`src/rtl/fetch_stage.sv`:
```
// Instruction-fetch stage of the RV32I core: owns the PC, drives instruction memory,
// and registers the returned word into IF/ID with stall, redirect and halt handling.
module fetch_stage #(
    parameter logic [31:0] RESET_PC   = 32'h0000_0000,
    parameter logic [31:0] HALT_INSTR = 32'h0000_0063,
    parameter logic [31:0] NOP_INSTR  = 32'h0000_0013
) (
    input  logic        clk,
    input  logic        rst_n,
    input  logic        stall,
    input  logic        redirect_valid,
    input  logic [31:0] redirect_pc,
    output logic [31:0] imem_addr,
    input  logic [31:0] imem_instr,
    output logic        if_valid,
    output logic [31:0] if_pc,
    output logic [31:0] if_instr,
    output logic        halted,
    output logic [31:0] fetch_count
);

    typedef enum logic [1:0] {
        S_RUN,
        S_HOLD,
        S_HALTED
    } state_e;

    state_e      state_q, state_d;
    logic [31:0] pc_q, pc_d;
    logic        if_valid_q, if_valid_d;
    logic [31:0] if_pc_q, if_pc_d;
    logic [31:0] if_instr_q, if_instr_d;
    logic        halted_q, halted_d;
    logic [31:0] fetch_count_q, fetch_count_d;

    logic [31:0] redirect_target;
    logic        fetched_halt;

    // Low two bits of the redirect target are dropped to keep the PC word-aligned.
    assign redirect_target = redirect_pc & ~32'h0000_0003;
    assign fetched_halt    = (imem_instr == HALT_INSTR);

    always_ff @(posedge clk) begin
        if (!rst_n) begin
            state_q       <= S_RUN;
            pc_q          <= RESET_PC;
            if_valid_q    <= 1'b0;
            if_pc_q       <= '0;
            if_instr_q    <= NOP_INSTR;
            halted_q      <= 1'b0;
            fetch_count_q <= '0;
        end else begin
            state_q       <= state_d;
            pc_q          <= pc_d;
            if_valid_q    <= if_valid_d;
            if_pc_q       <= if_pc_d;
            if_instr_q    <= if_instr_d;
            halted_q      <= halted_d;
            fetch_count_q <= fetch_count_d;
        end
    end

    always_comb begin
        state_d       = state_q;
        pc_d          = pc_q;
        if_valid_d    = if_valid_q;
        if_pc_d       = if_pc_q;
        if_instr_d    = if_instr_q;
        halted_d      = halted_q;
        fetch_count_d = fetch_count_q;

        case (state_q)
            S_RUN: begin
                if (redirect_valid) begin
                    pc_d       = redirect_target;
                    if_valid_d = 1'b0;
                    if_instr_d = NOP_INSTR;
                end else if (!stall) begin
                    if_pc_d       = pc_q;
                    if_instr_d    = imem_instr;
                    if_valid_d    = 1'b1;
                    fetch_count_d = fetch_count_q + 32'd1;
                    // A fetched halt parks the PC on itself until decode takes it.
                    if (fetched_halt) begin
                        state_d = S_HOLD;
                    end else begin
                        pc_d = pc_q + 32'd4;
                    end
                end
            end
            S_HOLD: begin
                if (redirect_valid) begin
                    pc_d       = redirect_target;
                    if_valid_d = 1'b0;
                    if_instr_d = NOP_INSTR;
                    state_d    = S_RUN;
                end else if (!stall) begin
                    if_valid_d = 1'b0;
                    if_instr_d = NOP_INSTR;
                    halted_d   = 1'b1;
                    state_d    = S_HALTED;
                end
            end
            S_HALTED: begin
            end
            default: begin
                state_d = S_RUN;
            end
        endcase
    end

    assign imem_addr   = pc_q;
    assign if_valid    = if_valid_q;
    assign if_pc       = if_pc_q;
    assign if_instr    = if_instr_q;
    assign halted      = halted_q;
    assign fetch_count = fetch_count_q;

endmodule
```
`config.mk`:
```
export PLATFORM = sky130hd
export DESIGN_NAME = fetch_stage
export DESIGN_NICKNAME = d
export VERILOG_FILES = /design/src/rtl/fetch_stage.sv
export SDC_FILE = /design/constraint.sdc
export NUM_CORES = 1
export LEC_CHECK = 0
export ABC_AREA = 1
export BUFFER_PORTS_ARGS = -buffer_cell sky130_fd_sc_hd__buf_2
export CAP_MARGIN = 0
export CORE_MARGIN = 2
export CORE_UTILIZATION = 52
export DETAILED_ROUTE_END_ITERATION = 12
export PLACE_DENSITY_LB_ADDON = 0.2
export SLEW_MARGIN = 20
export SYNTH_ARGS = -nofsm -noshare
export SYNTH_HDL_FRONTEND = slang
export SYNTH_SLANG_ARGS = --single-unit
```
`constraint.sdc`:
```
create_clock -name clk -period 4.5 [get_ports clk]
set_clock_uncertainty 0.05 [all_clocks]
set_input_delay 0 -clock clk [delete_from_list [all_inputs] [get_ports clk]]
set_output_delay 0 -clock clk [all_outputs]
set_load 0.05 [all_outputs]
```
==> flow_summary.yaml <==
grt:
  overflow: 0
  grt_max_degree: 95
  grt_antenna_before_repair: 0
  grt_pass1_vias: 6952
  grt_pass1_wl_mm: 33.4
  grt_usage_pct: 31.4
critical_path:
  r2r-end: "if_instr[24]$_SDFFE_PN0P_"
  required_ps: 4810
  worstRegToRegCells: 7
  start_kind: "flip-flop"
  rr_startpoint: "state_q[1]$_SDFFE_PN0P_"
  r2r_setup_slack_ps: 1980
  critPathArrivalTime_ps: 2840
  crit_path_end_kind: "flip-flop"
  crit_type: "flip-flop to flip-flop"
  critPathMaxFanout: 94
clock_network:
  clk_pin_slew_worst_paths_ps: 60
  cts-buffers-inserted: 17
  clockRootBuffer: "clkbuf_16"
  cts_setup_buffers: 0
  cts_resized: 0
  cts_tree: "built"
  htreeDepth: 4
  clk_path_buf_depth: 2
  cts_sinks: 128
  clk_latency_ps: 420
timing:
  rsz0062_at_grt: "no"
  fmax_mhz: 396
  setup_viol: 0
  slew_violations: 0
  finalWorstSetupSlack_ps: 1980
  setup-tns-final_ps: 0
  period_needed_ps: 2520
  slew_headroom_pct: 25.4
  finalHoldViolations: 0
  worst_slew_pin_slew_ps: 1120
  holdWs_ps: 181
  fin_crit_sh_pct: 56.1
logic_synthesis:
  synthArstFlopShare_pct: 0
  synth_area_leaders: "dfxtp_1, nand2_1, nor2_1, a21oi_1, o21ai_0"
  synth_ff_type: "dfxtp_1"
  synth_warnings: 0
  mappedNetlistArea_um2: 6540
  yosysUniqueCellTypes: 36
  syn_inst: 1018
  synth.top_cell.area_share_pct: 39.2
  ys_seq_area_share_pct: 39.2
  yosysTopAreaCell: "dfxtp_1"
  synth_edf_count: 0
  ys_seq_elements: 128
  avgSynthCellArea_um2: 6.42
power:
  p_leak_nw: 3.90
  p_clk_share_pct: 43.9
  ir_drop_mv: 0.235
  internal_power_w: 0.00221
  power.total_w: 0.00314
  power.density_nw_per_um2: 353
  switching_share_pct: 29.4
  switchingPower_w: 0.000922
  power_frac_seq_pct: 39.5
  combPwrFrac_pct: 16.5
die:
  die_w_um: 116
  fp.coreArea_um2: 12200
  die_height_um: 116
  io_pins: 198
  start_util_pct: 53.8
  num_rows: 40
  die_area_um2: 13500
detailed_routing:
  viasPerCell: 5.19
  drt-total-wl_mm: 20.8
  vias: 7507
  drtAntennaViolNets: 0
  post_drt_wl_per_cell_um: 14.4
  drtIter0Drc: 731
  dr.pass1.iters: 5
  post-route-drc-count: 0
finish:
  diodes: 0
  final_area_um2: 8870
  nets: 1336
  nFillCells: 998
  syn_to_final_growth_pct: 35.7
  drive_gt1_share_pct: 20.3
status:
  status: "completed"
hold_path:
  hp-class: "input pin to flip-flop"
  hp-start: "rst_n"
  hold_end: "fetch_count[17]$_SDFFE_PN0P_"
  hold_depth: 4
placement:
  dpl.hpwl_mm: 13.5
  io_buffers: 191
  place_ws_ps: 2360
  place_congestion: 0.924
  placed_cell_area_um2: 7540
job:
  cap_viol_max_count: 0
==> worst max-delay path by stage <==
stage                                           start                      endpoint  depth (start not counted)
after floorplan           fetch_count[1]$_SDFFE_PN0P_  fetch_count[18]$_SDFFE_PN0P_                         10
after global placement        state_q[1]$_SDFFE_PN0P_    imem_addr[18]$_SDFFE_PN0P_                          8
after detailed placement      state_q[1]$_SDFFE_PN0P_    imem_addr[14]$_SDFFE_PN0P_                          8
after CTS                     state_q[0]$_SDFFE_PN0P_     if_instr[25]$_SDFFE_PN0P_                          7
after global routing          state_q[1]$_SDFFE_PN0P_     if_instr[20]$_SDFFE_PN0P_                          7
final                         state_q[1]$_SDFFE_PN0P_     if_instr[24]$_SDFFE_PN0P_                          7
==> power by group through the flow <==
stage	Combinational, W	Clock (W)	Sequential (W)
after detailed placement	0.000462	0	0.00126
after global routing	0.000558	0.00144	0.00125
after global placement	0.000457	0	0.00126
final	0.000518	0.00138	0.00124
after floorplan	0.000170	0	0.00143
after CTS	0.000510	0.00139	0.00124
==> cell type report <==
cell class                      count  area [um2]  share of cell area, %
Timing Repair Buffer              269        1730                   19.5
Clock inverter                      9         106                   1.20
Tap cell                          168         210                   2.37
Sequential cell                   128        2560                   28.9
Clock buffer                       23         488                   5.50
Inverter                           82         308                   3.47
Multi-Input combinational cell    768        3470                   39.1
==> critical path, cell delays in order, from the launching register on <==
cell and delay (ps):
dfxtp_1 330, inv_2 100, nand3_1 140, nor2_4 200, buf_4 720, nand2_1 140
a21oi_1 190, dlygate4sd3_1 590
==> Yosys cell counts, drive strengths merged, types with 3 or more instances <==
library cell and n:
clkbuf 26, nand4 10, o21ai 79, nor2 173, nand3 60, nand3b 7
xor2 11, dfxtp 128, o22ai 4, buf 17, or2 11, nor3 20
inv 81, xnor2 3, a21oi 84, nand2 297
==> cells in the final DEF (no fill, tap or decap), drive strengths merged <==
cell type / count
a21oi: 84
a31oi: 1
buf: 195
bufinv: 2
clkbuf: 23
clkinv: 8
conb: 4
dfxtp: 128
dlygate4sd3: 74
ha: 2
inv: 81
nand2: 297
nand3: 60
nand3b: 7
nand4: 10
nor2: 173
nor3: 20
o21ai: 79
o21bai: 2
o22ai: 4
or2: 11
xnor2: 3
xor2: 11
==> registers in the layout, indices dropped and copies added, names as in the netlist <==
| name | flops |
|---|---|
| fetch_count | 32 |
| if_instr | 32 |
| if_pc | 30 |
| imem_addr | 30 |
| state_q | 2 |
| halted | 1 |
| if_valid | 1 |
==> through the flow <==
step           instances  util, %
2_1_floorplan       1021        -
3_3_place_gp        1341     62.0
3_5_place_dp        1341     62.0
4_1_cts             1447     72.9
5_1_grt             1447     72.9
6_report            1447     72.9
==> per-layer routing <==
| layer | global-route usage, % | up-vias | wire (um) |
|---|---|---|---|
| met1 | 39.3 | 3370 | 8710 |
| met5 | 0 | - | 0 |
| li1 | - | 3750 | - |
| met2 | 50.8 | 318 | 9880 |
| met4 | 14.5 | 0 | 749 |
| met3 | 8.30 | 69 | 1500 |
==> what timing repair did <==
item	4_1_cts	5_1_grt
hold buffers	74	0
setup endpoints to repair	0	0
hold endpoints to repair	66	0
==> logic make-up after synthesis <==
kind of cell    after synthesis  share of synthesized area [%]
simple gates                578                           37.1
fa+ha+maj                     2                          0.383
compound gates              170                           13.5
xor+xnor                     14                           1.88
flops                       128                           39.2
other cells                   1                         0.0574
buf+inv                     125                           7.92
Power figures use the tool's default switching activity.
